`src/rtl/uart_rs232_tx_fifo_if.sv`:
```
// Byte-push channel into the UART transmitter FIFO (valid/ready handshake).
interface uart_rs232_tx_fifo_if;
  logic [7:0] TxData;
  logic       TxValid;
  logic       TxReady;

  modport master (output TxData, output TxValid, input TxReady);
  modport slave  (input TxData, input TxValid, output TxReady);
endinterface

```
`src/rtl/uart_rs232_tx_fifo.sv`:
```
// Buffered UART transmitter: FIFO feeding a start/data/[parity]/stop serialiser on a 16x Tick.
// Even parity bit is compiled in only when UART_TX_PARITY_EN is defined.
module uart_rs232_tx_fifo #(
  parameter int FIFO_AW    = 2,
  parameter int OVERSAMPLE = 16
) (
  input  logic                 Clk,
  input  logic                 Rst_n,
  input  logic                 Tick,
  input  logic                 TxEn,
  input  logic [3:0]           NBits,
  uart_rs232_tx_fifo_if.slave  tx_if,
  output logic                 Tx,
  output logic                 TxBusy,
  output logic                 TxDone
);

  localparam int DEPTH = 1 << FIFO_AW;
  localparam int TW    = (OVERSAMPLE > 1) ? $clog2(OVERSAMPLE) : 1;
  localparam logic [TW-1:0]    TICK_LAST = TW'(OVERSAMPLE - 1);
  localparam logic [FIFO_AW:0] FIFO_FULL = (FIFO_AW + 1)'(DEPTH);

`ifdef UART_TX_PARITY_EN
  typedef enum logic [2:0] {IDLE, START, DATA, PARITY, STOP} state_t;
`else
  typedef enum logic [1:0] {IDLE, START, DATA, STOP} state_t;
`endif

  logic [7:0]         mem [DEPTH];
  logic [FIFO_AW-1:0] wr_ptr;
  logic [FIFO_AW-1:0] rd_ptr;
  logic [FIFO_AW:0]   count;
  logic               full;
  logic               empty;
  logic               push;
  logic [7:0]         head;

  state_t             state;
  state_t             state_n;
  logic [TW-1:0]      tick_cnt;
  logic [TW-1:0]      tick_n;
  logic [2:0]         bit_cnt;
  logic [2:0]         bit_n;
  logic [7:0]         shift_q;
  logic [7:0]         shift_n;
  logic [3:0]         nbits_q;
  logic [3:0]         nbits_n;
  logic               tx_q;
  logic               tx_n;
  logic               done_q;
  logic               done_n;
  logic               load;
  logic               bit_end;
  logic               last_bit;
  logic               can_start;
  logic [3:0]         eff_nbits;

`ifdef UART_TX_PARITY_EN
  logic               par_q;
  logic               par_n;
  logic [7:0]         data_mask;
`endif

  assign full          = (count == FIFO_FULL);
  assign empty         = (count == '0);
  assign push          = tx_if.TxValid && !full;
  assign head          = mem[rd_ptr];
  assign tx_if.TxReady = !full;

  // Popping is gated on the registered count, so a byte pushed into an
  // empty FIFO only becomes visible to the serialiser one cycle later.
  always_ff @(posedge Clk) begin
    if (!Rst_n) begin
      wr_ptr <= '0;
      rd_ptr <= '0;
      count  <= '0;
    end else begin
      if (push) wr_ptr <= wr_ptr + 1'b1;
      if (load) rd_ptr <= rd_ptr + 1'b1;
      case ({push, load})
        2'b10:   count <= count + 1'b1;
        2'b01:   count <= count - 1'b1;
        default: count <= count;
      endcase
    end
  end

  always_ff @(posedge Clk) begin
    if (Rst_n && push) mem[wr_ptr] <= tx_if.TxData;
  end

  assign eff_nbits = (NBits >= 4'd5 && NBits <= 4'd8) ? NBits : 4'd8;
  assign bit_end   = Tick && (tick_cnt == TICK_LAST);
  assign last_bit  = ({1'b0, bit_cnt} == (nbits_q - 4'd1));
  assign can_start = TxEn && !empty;

`ifdef UART_TX_PARITY_EN
  assign data_mask = 8'hFF >> (4'd8 - eff_nbits);
`endif

  always_comb begin
    state_n = state;
    tick_n  = tick_cnt;
    bit_n   = bit_cnt;
    shift_n = shift_q;
    nbits_n = nbits_q;
    tx_n    = tx_q;
    done_n  = 1'b0;
    load    = 1'b0;
`ifdef UART_TX_PARITY_EN
    par_n   = par_q;
`endif

    if (state != IDLE && Tick) tick_n = bit_end ? '0 : tick_cnt + 1'b1;

    case (state)
      IDLE: load = can_start;
      START: begin
        if (bit_end) begin
          state_n = DATA;
          bit_n   = 3'd0;
          tx_n    = shift_q[0];
        end
      end
      DATA: begin
        if (bit_end) begin
          if (last_bit) begin
`ifdef UART_TX_PARITY_EN
            state_n = PARITY;
            tx_n    = par_q;
`else
            state_n = STOP;
            tx_n    = 1'b1;
`endif
          end else begin
            bit_n   = bit_cnt + 3'd1;
            shift_n = {1'b0, shift_q[7:1]};
            tx_n    = shift_q[1];
          end
        end
      end
`ifdef UART_TX_PARITY_EN
      PARITY: begin
        if (bit_end) begin
          state_n = STOP;
          tx_n    = 1'b1;
        end
      end
`endif
      STOP: begin
        if (bit_end) begin
          done_n = 1'b1;
          if (can_start) load = 1'b1;
          else           state_n = IDLE;
        end
      end
      default: state_n = IDLE;
    endcase

    // Frame setup shared by the idle start and the back-to-back start from STOP.
    if (load) begin
      state_n = START;
      shift_n = head;
      nbits_n = eff_nbits;
      tick_n  = '0;
      bit_n   = 3'd0;
      tx_n    = 1'b0;
`ifdef UART_TX_PARITY_EN
      par_n   = ^(head & data_mask);
`endif
    end
  end

  always_ff @(posedge Clk) begin
    if (!Rst_n) begin
      state    <= IDLE;
      tick_cnt <= '0;
      bit_cnt  <= '0;
      shift_q  <= '0;
      nbits_q  <= 4'd8;
      tx_q     <= 1'b1;
      done_q   <= 1'b0;
`ifdef UART_TX_PARITY_EN
      par_q    <= 1'b0;
`endif
    end else begin
      state    <= state_n;
      tick_cnt <= tick_n;
      bit_cnt  <= bit_n;
      shift_q  <= shift_n;
      nbits_q  <= nbits_n;
      tx_q     <= tx_n;
      done_q   <= done_n;
`ifdef UART_TX_PARITY_EN
      par_q    <= par_n;
`endif
    end
  end

  assign Tx     = tx_q;
  assign TxDone = done_q;
  assign TxBusy = (state != IDLE);

endmodule

```
`src/flat_wrapper.sv`:
```
// flat-port wrapper written by rule: the top's interface ports become plain ports
module uart_rs232_tx_fifo_flat 
#(
  parameter int FIFO_AW    = 2,
  parameter int OVERSAMPLE = 16
)
  (Clk, Rst_n, Tick, TxEn, NBits, Tx, TxBusy, TxDone, tx_if_TxData, tx_if_TxValid, tx_if_TxReady);
  uart_rs232_tx_fifo_if tx_if_i ();
  input  logic Clk;
  input  logic Rst_n;
  input  logic Tick;
  input  logic TxEn;
  input  logic [3:0] NBits;
  output logic Tx;
  output logic TxBusy;
  output logic TxDone;
  input wire logic [$bits(tx_if_i.TxData)-1:0] tx_if_TxData;
  input wire logic [$bits(tx_if_i.TxValid)-1:0] tx_if_TxValid;
  output wire logic [$bits(tx_if_i.TxReady)-1:0] tx_if_TxReady;
  assign tx_if_i.TxData = tx_if_TxData;
  assign tx_if_i.TxValid = tx_if_TxValid;
  assign tx_if_TxReady = tx_if_i.TxReady;
  uart_rs232_tx_fifo #(.FIFO_AW(FIFO_AW), .OVERSAMPLE(OVERSAMPLE)) u_core (.Clk(Clk), .Rst_n(Rst_n), .Tick(Tick), .TxEn(TxEn), .NBits(NBits), .tx_if(tx_if_i), .Tx(Tx), .TxBusy(TxBusy), .TxDone(TxDone));
endmodule
```
`config.mk`:
```
export PLATFORM = sky130hd
export DESIGN_NAME = uart_rs232_tx_fifo_flat
export DESIGN_NICKNAME = d
export VERILOG_FILES = /design/src/rtl/uart_rs232_tx_fifo_if.sv /design/src/rtl/uart_rs232_tx_fifo.sv /design/src/flat_wrapper.sv
export SDC_FILE = /design/constraint.sdc
export NUM_CORES = 1
export LEC_CHECK = 0
export BUFFER_PORTS_ARGS = -buffer_cell sky130_fd_sc_hd__clkbuf_2
export CAP_MARGIN = 20
export CORE_MARGIN = 1.5
export CORE_UTILIZATION = 39
export CTS_CLUSTER_SIZE = 30
export DETAILED_ROUTE_END_ITERATION = 16
export HOLD_SLACK_MARGIN = 0.02
export PLACE_DENSITY_LB_ADDON = 0.12
export SLEW_MARGIN = 15
export SYNTH_ARGS = -nofsm -noshare
export SYNTH_HDL_FRONTEND = slang
export SYNTH_SLANG_ARGS = --single-unit
```
`constraint.sdc`:
```
create_clock -name Clk -period 3.5 [get_ports Clk]
set_input_delay 0.35 -clock Clk [delete_from_list [all_inputs] [get_ports Clk]]
set_output_delay 0.35 -clock Clk [all_outputs]
set_load 0.02 [all_outputs]
```
**After elaboration in Yosys (flattened, before gate mapping)**

Memories as Yosys holds them, arrays and structs flattened. A register that Yosys moved wholly into a read port is not among the register bits.
Index checks and enable logic that the tools add are counted.

- Output and inout port bits: 4
- Register bits: 30
- Word-level logic and storage cells: 98
- Memories kept: 1
- Bits in writable memories: 32

- Equal/unequal tests: 20
- Reduce and logical (&&, ||, !) cells: 25
- Bitwise logic cells: 1
- Muxes and demuxes: 31
- $lt $le $gt $ge: 2
- Add/subtract/negate cells: 7

Memory list:

| name | words | width | rd ports | clocked after Yosys merged registers in | wr ports | RTL line | text |
|---|---|---|---|---|---|---|---|
| u_core.mem | 4 | 8 | 1 | 1 | 1 | uart_rs232_tx_fifo.sv:29 | `logic [7:0] mem [DEPTH];` |

Operator list:

| operator | count |
|---|---|
| 8-bit two-way mux | 4 |
| 2-bit two-way mux | 7 |
| 3-bit by 1-bit inequality test with 1-bit output, second input constant | 4 |
| 3-bit one-hot mux with 2 select lines | 2 |
| 6-bit AND reduction | 2 |
| 1-bit two-way mux | 10 |
| 2-bit by 1-bit inequality test with 1-bit output, second input constant | 5 |
| 2-bit nonzero test | 5 |
| 3-bit two-way mux | 3 |
| 4-bit two-way mux | 2 |
| 3-bit by 1-bit adder with 3-bit output, second input constant | 2 |
| 2-bit == test, second input constant | 3 |
| 1-bit logical AND | 6 |
| 2-bit one-hot mux with 3 select lines | 1 |
| 3-bit AND reduction | 2 |
| 3-bit nonzero test | 2 |
| 2-bit by 1-bit adder with 2-bit output, second input constant | 2 |
| 4-bit by 1-bit adder with 4-bit output, second input constant | 1 |
| 2-bit by 1-bit == test with 1-bit output, second input constant | 2 |
| 3-bit by 4-bit == test with 1-bit output | 1 |
| 4-bit == test, second input constant | 1 |
| 4-bit by 3-bit >= comparator with 1-bit output, second input constant | 1 |
| 4-bit less-or-equal comparator, second input constant | 1 |
| 2-bit inequality test, second input constant | 2 |
| 13 further kinds | 15 |

**Longest topological paths before layout**

Gate-level depths: netlist of run 1.

- Depth after elaboration: 8
- Mapped depth: 11

**Worst setup path after synthesis of run 1**

Ideal clock, no wire load.

- Path type: register to register
- Start: register u_core.tick_cnt[0]
- End: register u_core.count[2]
- Setup slack: 944 ps
- Setup time: 76 ps
- Required time: 3424 ps
- Clock period less this slack: 2556 ps
- Stages on the path, launching flop included: 12
- Arrival: 2480 ps
- Cell sequence: dfxtp_1 -> ha_1 -> and4_2 -> a21oi_1 -> or2_1 -> clkbuf_4 -> inv_1 -> ha_1 -> fa_1 -> xnor2_1 -> or3_1 -> a21boi_0

- Longest elaborated chain between the ends: 6

RTL lines:

| what | RTL line | text |
|---|---|---|
| start, declared | uart_rs232_tx_fifo.sv:40 | `logic [TW-1:0] tick_cnt;` |
| start signal, assigned | uart_rs232_tx_fifo.sv:188 | `tick_cnt <= tick_n;` |
| 4-bit == test (*) | uart_rs232_tx_fifo.sv:93 | `assign bit_end = Tick && (tick_cnt == TICK_LAST);` |
| 1-bit logical AND (*) | uart_rs232_tx_fifo.sv:93 |  |
| 1-bit two-way mux (*) | uart_rs232_tx_fifo.sv:151 | `if (bit_end) begin` |
| 1-bit one-hot mux with 2 select lines (*) | uart_rs232_tx_fifo.sv:116 | `case (state)` |
| 2-bit by 1-bit == test with 1-bit output / 2-bit == test (equally long branches) | uart_rs232_tx_fifo.sv:80 | `case ({push, load})` |
| 3-bit one-hot mux with 2 select lines / 2-bit nonzero test (equally long branches) | -- |  |
| end signal, assigned | uart_rs232_tx_fifo.sv:81 | `2'b10: count <= count + 1'b1;` |
| end signal, assigned | uart_rs232_tx_fifo.sv:82 | `2'b01: count <= count - 1'b1;` |
| end signal, assigned | uart_rs232_tx_fifo.sv:83 | `default: count <= count;` |
| end, declared | uart_rs232_tx_fifo.sv:32 | `logic [FIFO_AW:0] count;` |

Every way passes the cells marked *; elsewhere a longest branch is shown, timed or not.
A chain may end at the register's enable or synchronous reset.

**Final worst setup path of run 1**

Ends and elaborated chain as after synthesis.

==> run summary, run 1 <==
## Final layout
• **Post-Layout Inst Area** 3260 sq um
• **Area Overhead vs Synth** 14.4%
• **number of fill cells in the layout** 663
• **post-route insts no fill** 360
• **sequential cell area in the final layout** 1600 sq um
• **area taken by multi-input logic gates** 1170 sq um
• **utilization after layout** 45.5%
• **number of diodes** 0
• **final net count** 286
• **fraction of final layout cells sized beyond drive strength 1** 19.5%

## Power and ir drop
• **switching part of the total** 31.1%
• **clock network fraction of design power** 31.4%
• **share of total power in combinational logic** 25.3%
• **sequential group share of total power** 43.3%
• **P_int** 1570 uW
• **worst-case vdd ir drop** 391 uV
• **Lkg Pwr** 0.00118 uW
• **ratio of total power to cell area** 700 nW/um^2
• **net load switching power** 710 uW
• **Design Power** 2280 uW

## Logic synthesis
• **Yosys top cell area share** 33.7%
• **summed instance area of the synthesized netlist** 2850 sq um
• **cell type with the highest aggregate area in the netlist** sky130_fd_sc_hd__edfxtp_1
• **share of synthesized registers carrying an async set or reset** 0%
• **mean instance size in the synthesized netlist** 12.2 sq um
• **number of flops mapped to enable cells by yosys** 32
• **Synth Net Count** 264
• **cell types occupying the most area after synthesis** sky130_fd_sc_hd__edfxtp_1, sky130_fd_sc_hd__dfxtp_1, sky130_fd_sc_hd__mux4_2, sky130_fd_sc_hd__ha_1, sky130_fd_sc_hd__mux2i_1
• **count of yosys warnings during synthesis** 0
• **sequential share of the synthesized area** 56.1%
• **top cell types by occurrence after synthesis** sky130_fd_sc_hd__dfxtp_1, sky130_fd_sc_hd__edfxtp_1, sky130_fd_sc_hd__nand2_1
• **number of different library cells in the post-synthesis netlist** 45
• **main flop type after synthesis** sky130_fd_sc_hd__edfxtp_1
• **synthesis-stage register bit count** 64
• **post-synthesis instance total** 234

## Run
• **number of max-cap violations** 0

## Run status
• **status** finished, final reports clean

## Clock network
• **CTS Buffer Depth** 2
• **post-cts repair resize count** 0
• **clk slew on worst S/H paths** 80 ps
• **total CTS buffers** 9
• **post-CTS setup-driven buffer insertion count** 0
• **deepest level of the CTS H-tree** 3
• **clock root cell** sky130_fd_sc_hd__clkbuf_8
• **clock tree sinks** 64
• **TritonCTS clock tree** yes
• **Hold-fix buffers, CTS** 0
• **clock latency reported for the late side of the worst-skew pair** 340 ps

## Timing
• **Slew Limit Fails** 0
• **fraction of the cycle the final worst path needs** 74.6%
• **Setup Skew** 4.33 ps
• **setup repair after global routing missed its margin** false
• **Worst Tran Pin Value** 553 ps
• **final setup violation count** 0
• **worst relative slew slack** 63.1%
• **highest clock frequency the design can meet** 383 MHz
• **final setup TNS** 0 ps
• **shortest clock period the worst path allows after layout** 2610 ps
• **final hold violation count** 0

## Global routing
• **wire length of the first global-routing pass** 8320 microns
• **vias in the first global route** 1,735
• **number of antenna violations at the first check in global routing** 0
• **largest net degree at the start of global routing** 30
• **aggregate global routing overflow** 0
• **aggregate global-route resource usage** 14.7%

## Worst setup path
• **Critical Path AT** 2880 ps
• **CP Cell Sequence** ha_1 > and4_2 > a21oi_1 > or2_1 > inv_1 > ha_1 > fa_1 > xnor2_1 > or3_1 > a21boi_0
• **start-to-end type of the worst setup path** reg2reg
• **Critical Path End Type** flip-flop
• **CP max-delay cell** sky130_fd_sc_hd__fa_1
• **Crit Reg-Reg Startpoint** u_core.tick_cnt[0]
• **Bufs and invs on worst path** 1
• **worst setup path startpoint** u_core.tick_cnt[0]
• **highest net fanout along the worst path** 7
• **WP data required** 3770 ps
• **crit path launch type** flip-flop
• **delay contributed by the slowest stage of the critical path** 440 ps
• **most used cell along the critical path** sky130_fd_sc_hd__ha_1
• **top cell family by delay on the critical path** adder cells

## Routing
• **routed wire length** 5120 microns
• **number of remaining DRC errors** 0
• **average via count per standard cell** 4.93
• **DRC marker count from the first detailed-route iteration** 73
• **number of iterations in the first detailed-routing pass** 4
• **detailed-route via count** 1,774
• **remaining antenna violation count after routing** 0
• **drt wl/cell** 14.2 microns

## Place
• **cell count after placement** 344
• **global placement routability congestion** 0.748
• **post-DP HPWL** 3550 microns
• **IO buf count** 20
• **cell area reported after detailed placement** 3040 sq um

## Floorplanning
• **Std-Cell Rows** 31
• **starting density of the core** 39.8%
• **die width** 88.5 microns
• **overall die area** 7840 sq um
• **Die Y** 88.5 microns
• **core area** 7180 sq um
• **count of boundary I/O pins** 21

## Hold path
• **Min-Delay Startpoint** tx_if_TxData[0]
• **type of the tightest min-delay check** in2reg

-- state kept, by name, indices dropped and copies added (netlist names), named ones only --
signal,count
u_core.Tx,1
u_core.TxDone,1
u_core.bit_cnt,3
u_core.count,3
u_core.mem,32
u_core.nbits_q,4
u_core.rd_ptr,2
u_core.shift_q,8
u_core.state,2
u_core.tick_cnt,4
u_core.wr_ptr,2
-- per-layer routing --
layer / GRT usage [%] / vias up / wire [microns]
met5: 0 / - / 0
met4: 4.69 / 0 / 10
li1: - / 903 / -
met2: 25.1 / 20 / 2570
met3: 5.50 / 2 / 157
met1: 17.1 / 849 / 2380
-- metrics by stage --
stage	setup WS (ps)	hold WS (ps)
2_1_floorplan	944	449
6_report	888	221
4_1_cts	866	202
3_5_place_dp	883	486
3_3_place_gp	940	481
5_1_grt	720	209
-- cell type report --
class / instances / area share, %
timing repair buffer: 21 / 3.30
inverter: 10 / 1.15
clock inverter: 7 / 3.18
tap: 99 / 3.79
clock buffer: 9 / 3.79
sequential: 64 / 49.1
multi-input combinational: 150 / 35.7
-- power by group through the flow --
stage	clock [uW]	combinational, uW	sequential (uW)
2_1_floorplan	0	476	966
3_5_place_dp	0	578	1010
4_1_cts	739	583	994
3_3_place_gp	0	577	1010
6_report	717	578	989
5_1_grt	766	660	1010
-- worst register-to-register path: stages, from the launching register on --
cell	delay, ps
sky130_fd_sc_hd__dfxtp_1	330
sky130_fd_sc_hd__ha_1	230
sky130_fd_sc_hd__and4_2	270
sky130_fd_sc_hd__a21oi_1	180
sky130_fd_sc_hd__or2_1	140
sky130_fd_sc_hd__inv_1	100
sky130_fd_sc_hd__ha_1	260
sky130_fd_sc_hd__fa_1	440
sky130_fd_sc_hd__xnor2_1	150
sky130_fd_sc_hd__or3_1	290
sky130_fd_sc_hd__a21boi_0	150
-- cells in the final DEF (no fill, tap or decap), types with 4 or more instances in the layout --
cell type and n:
sky130_fd_sc_hd__ha_1 12, sky130_fd_sc_hd__clkbuf_2 20, sky130_fd_sc_hd__nor2_1 13, sky130_fd_sc_hd__mux2i_1 9, sky130_fd_sc_hd__inv_1 10, sky130_fd_sc_hd__clkbuf_8 9, sky130_fd_sc_hd__edfxtp_1 32, sky130_fd_sc_hd__o21ai_0 13
sky130_fd_sc_hd__a21boi_0 7, sky130_fd_sc_hd__dfxtp_1 32, sky130_fd_sc_hd__and3_1 6, sky130_fd_sc_hd__and2_1 5, sky130_fd_sc_hd__a21oi_1 12, sky130_fd_sc_hd__a211oi_1 4, sky130_fd_sc_hd__or3_1 5, sky130_fd_sc_hd__mux4_2 8
sky130_fd_sc_hd__xor2_1 4, sky130_fd_sc_hd__nand2_1 14, sky130_fd_sc_hd__xnor2_1 4
-- path summary, 6_finish.rpt --
check	endpoint	slack, ps	cells after the start
worst max-delay path	u_core.count[2]	890	10
worst min-delay path	u_core.mem[0][0]	220	1
worst max register to register	u_core.count[2]	890	10
worst min register to register	u_core.nbits_q[2]	500	2
-- cell families (layout without fill, tap and decap cells) --
family | after synthesis | in the layout | synth area share (%)
xor gates and xnor gates | 8 | 8 | 2.45
and+or+nand+nor | 64 | 64 | 12.1
AOI/OAI and AO/OA | 47 | 47 | 10.5
muxes | 18 | 18 | 9.86
buffers and inverters | 20 | 47 | 3.03
adders and majority gates | 13 | 13 | 5.96
DFF | 64 | 64 | 56.1
No activity file was read; power rests on OpenSTA's default activity.
==> run 2, diff against run 1 <==
--- a/config.mk
+++ b/config.mk
@@ -5,6 +5,7 @@
 export SDC_FILE = /design/constraint.sdc
 export NUM_CORES = 1
 export LEC_CHECK = 0
+export ABC_AREA = 1
 export BUFFER_PORTS_ARGS = -buffer_cell sky130_fd_sc_hd__clkbuf_2
 export CAP_MARGIN = 20
 export CORE_MARGIN = 1.5
==> constraint.sdc (replaced) <==
create_clock -name Clk -period 2.6 [get_ports Clk]
set_input_delay 0.26 -clock Clk [delete_from_list [all_inputs] [get_ports Clk]]
set_output_delay 0.26 -clock Clk [all_outputs]
set_load 0.02 [all_outputs]
==> run 2 against run 1 <==
Count of clock-buffer cells in the layout unchanged. Sequential share of layout area decreased by 2.2 points. First-iteration DRC count increased by 11%. Sequential power grew 32%. Worst hold slack lost 79 ps. Worst setup slack worse by 610 ps. Register-to-register slack got worse by 610 ps. Sequential cell count unchanged. Final cell count up 32%. Largest cell class unchanged.
==> run summary, run 2 <==
## Power and ir drop
• **P_int** 2050 uW, +30%
• **ratio of total power to cell area** 947 nW/um^2, +35%
• **worst-case vdd ir drop** 425 uV, +8.8%
• **clock network fraction of design power** 26.2%, -5.2 points
• **sequential group share of total power** 40.6%, -2.7 points
• **Design Power** 3240 uW, +42%
• **switching part of the total** 36.8%, +5.7 points
• **net load switching power** 1190 uW, +68%
• **share of total power in combinational logic** 33.2%, +7.9 points
• **Lkg Pwr** 0.00144 uW, +22%

## Global routing
• **aggregate global routing overflow** 0, unchanged
• **vias in the first global route** 2,039, +18%
• **number of antenna violations at the first check in global routing** 0, unchanged
• **aggregate global-route resource usage** 15.3%, +0.63 points
• **wire length of the first global-routing pass** 9680 microns, +16%
• **largest net degree at the start of global routing** 22, -27%

## Final layout
• **fraction of final layout cells sized beyond drive strength 1** 15.2%, -4.3 points
• **most common library cell in the layout ignoring fill and taps** sky130_fd_sc_hd__nand2_1
• **final net count** 400, +40%
• **number of diodes** 0, unchanged
• **top flop regs** u_core.mem x32, u_core.shift_q x8
• **Most flops, register** u_core.mem
• **commonest cells after routing, fill and taps aside** sky130_fd_sc_hd__nand2_1, sky130_fd_sc_hd__nor2_1, sky130_fd_sc_hd__inv_1
• **flip-flop count of the largest register, all copies and words added** 32, unchanged
• **utilization after layout** 46.6%, +1.1 points
• **Area Overhead vs Synth** 14.4%, about the same

## Timing
• **worst relative slew slack** 70.0%, +6.8 points
• **setup repair after global routing missed its margin** false
• **Slew Limit Fails** 0, unchanged
• **Worst Tran Pin Value** 450 ps, -102 ps
• **fraction of the cycle the final worst path needs** 89.3%, +15 points
• **final hold violation count** 0, unchanged
• **crit path setup slack, layout** 278 ps, -609 ps
• **final setup violation count** 0, unchanged
• **highest clock frequency the design can meet** 431 MHz, +13%
• **shortest clock period the worst path allows after layout** 2320 ps, -291 ps
• **Setup Skew** 8.25 ps, +3.92 ps
• **final setup TNS** 0 ps, unchanged

## Logic synthesis
• **most numerous cell in the Yosys netlist** sky130_fd_sc_hd__nand2_1
• **synthesis-stage register bit count** 64, unchanged
• **cell types occupying the most area after synthesis** sky130_fd_sc_hd__edfxtp_1, sky130_fd_sc_hd__dfxtp_1, sky130_fd_sc_hd__nand2_1, sky130_fd_sc_hd__nor2_1, sky130_fd_sc_hd__ha_1
• **count of yosys warnings during synthesis** 0, unchanged
• **Synth Net Count** 369, +40%
• **top cell types by occurrence after synthesis** sky130_fd_sc_hd__nand2_1, sky130_fd_sc_hd__nor2_1, sky130_fd_sc_hd__inv_1
• **summed instance area of the synthesized netlist** 2990 sq um, +4.6%
• **number of flops mapped to enable cells by yosys** 32, unchanged
• **number of different library cells in the post-synthesis netlist** 33, -27%
• **compound-gate portion of the synthesized area** 11.4%, +0.88 points
• **share of synthesized cell area in full adder, half adder and majority cells** 5.70%, -0.26 points
• **multiplexer share of the synthesized area** 0%, -9.9 points
• **Yosys top cell area share** 32.2%, -1.5 points
• **sequential share of the synthesized area** 53.6%, -2.5 points
• **mean instance size in the synthesized netlist** 8.81 sq um, -28%
• **simple-gate share of the synthesized area** 21.9%, +9.8 points
• **share of synthesized registers carrying an async set or reset** 0%, unchanged
• **dominant combinational cell family by area after synthesis** simple AND/OR/NAND/NOR gates
• **main flop type after synthesis** sky130_fd_sc_hd__edfxtp_1
• **cell type with the highest aggregate area in the netlist** sky130_fd_sc_hd__edfxtp_1
• **post-synthesis instance total** 339, +45%
• **parity-gate share of the synthesized area counting xor and xnor cells** 0.880%, -1.6 points

## Place
• **IO buf count** 20, unchanged
• **global placement routability congestion** 0.793, +6.1%
• **setup slack after placement** 303 ps, -580 ps
• **post-DP HPWL** 4150 microns, +17%

## Clock network
• **CTS Buffer Depth** 2, unchanged
• **clock root cell** sky130_fd_sc_hd__clkbuf_8
• **Hold-fix buffers, CTS** 0, unchanged
• **post-cts repair resize count** 0, unchanged
• **total CTS buffers** 9, unchanged
• **clk slew on worst S/H paths** 80 ps, about the same
• **deepest level of the CTS H-tree** 3, unchanged
• **clock latency reported for the late side of the worst-skew pair** 340 ps, about the same
• **clock tree sinks** 64, unchanged
• **post-CTS setup-driven buffer insertion count** 0, unchanged
• **TritonCTS clock tree** yes

## Routing
• **number of iterations in the first detailed-routing pass** 4, unchanged
• **drt wl/cell** 12.4 microns, -13%
• **number of remaining DRC errors** 0, unchanged
• **routed wire length** 5870 microns, +15%
• **DRC marker count from the first detailed-route iteration** 81, +11%
• **average via count per standard cell** 4.64, -5.9%
• **remaining antenna violation count after routing** 0, unchanged
• **detailed-route via count** 2,199, +24%

## Worst setup path
• **Critical Path End Type** flip-flop
• **crit path launch type** flip-flop
• **WP data required** 2880 ps, -890 ps
• **start-to-end type of the worst setup path** reg2reg
• **highest net fanout along the worst path** 7, unchanged
• **Critical Path AT** 2600 ps, -280 ps
• **internal reg-to-reg setup slack** 280 ps, -610 ps

## Hold path
• **type of the tightest min-delay check** in2reg

## Run
• **number of max-cap violations** 0, unchanged

## Floorplanning
• **Die Y** 90.5 microns, +2.2%
• **Std-Cell Rows** 31, unchanged
• **count of boundary I/O pins** 21, unchanged
• **starting density of the core** 40.7%, +0.97 points
• **core area** 7330 sq um, +2.2%
• **overall die area** 8190 sq um, +4.5%
• **die width** 90.5 microns, +2.2%

## Run status
• **status** finished, final reports clean

run 2: cell types whose count changed in the layout (fill, tap and decap cells not counted), sizes merged, moves of 8 or more:
cell,previous run,this run
inv,12,38
mux2i,9,0
mux4,8,0
nand2,14,63
nand3,4,23
nor2,13,56
o21ai,14,37
run 2: cells by family after synthesis:
| group | count (synthesis) |
|---|---|
| fa+ha+maj | 13 |
| compound gates | 62 |
| xor+xnor | 3 |
| simple gates | 150 |
| flops | 64 |
| buf+inv | 47 |
run 2: per-layer routing:
layer | global-route usage (%) | vias to the layer above | share of wire, %
li1 | - | 1178 | -
met1 | 20.9 | 978 | 51
met2 | 22.9 | 36 | 44
met3 | 5.05 | 7 | 3.8
met4 | 4.76 | 0 | 0.72
met5 | 0 | - | 0
run 2: final timing paths:
check                                startpoint          endpoint  depth (start not counted)
worst min-delay path            tx_if_TxData[2]  u_core.mem[0][2]                          1
worst max-delay path            u_core.state[0]   u_core.count[2]                         12
worst min register to register  u_core.count[2]   u_core.count[2]                          1
worst max register to register  u_core.state[0]   u_core.count[2]                         12
run 2: power by group through the flow:
stage	registers [uW]	clock network, uW	logic (uW)
2_1_floorplan	1320	0	851
3_3_place_gp	1330	0	1070
3_5_place_dp	1330	0	1080
4_1_cts	1310	871	1080
5_1_grt	1330	908	1250
6_report	1310	849	1070
run 2: critical path, stage by stage, from the launching register on:
cell and delay, ps:
sky130_fd_sc_hd__dfxtp_1 390, sky130_fd_sc_hd__inv_1 80, sky130_fd_sc_hd__ha_1 230, sky130_fd_sc_hd__inv_1 160
sky130_fd_sc_hd__o21ai_4 120, sky130_fd_sc_hd__nand2_4 80, sky130_fd_sc_hd__clkinv_2 50, sky130_fd_sc_hd__ha_1 230
sky130_fd_sc_hd__fa_1 440, sky130_fd_sc_hd__a21oi_1 130, sky130_fd_sc_hd__o21a_1 140, sky130_fd_sc_hd__o21ai_0 70
sky130_fd_sc_hd__a21oi_1 120
run 2: layout make-up:
cell class	instances	area, sq um
inverter	39	148
timing repair buffer	28	160
fill	721	3910
multi-input combinational	228	1190
tap	99	124
sequential	64	1600
clock buffer	9	124
clock inverter	7	71.3
run 2: stage by stage:
step	cells	hold slack [ps]	cell area, sq um
2_1_floorplan	339	359	2990
3_3_place_gp	458	452	3220
3_5_place_dp	458	466	3220
4_1_cts	474	117	3420
5_1_grt	474	126	3420
6_report	474	142	3420
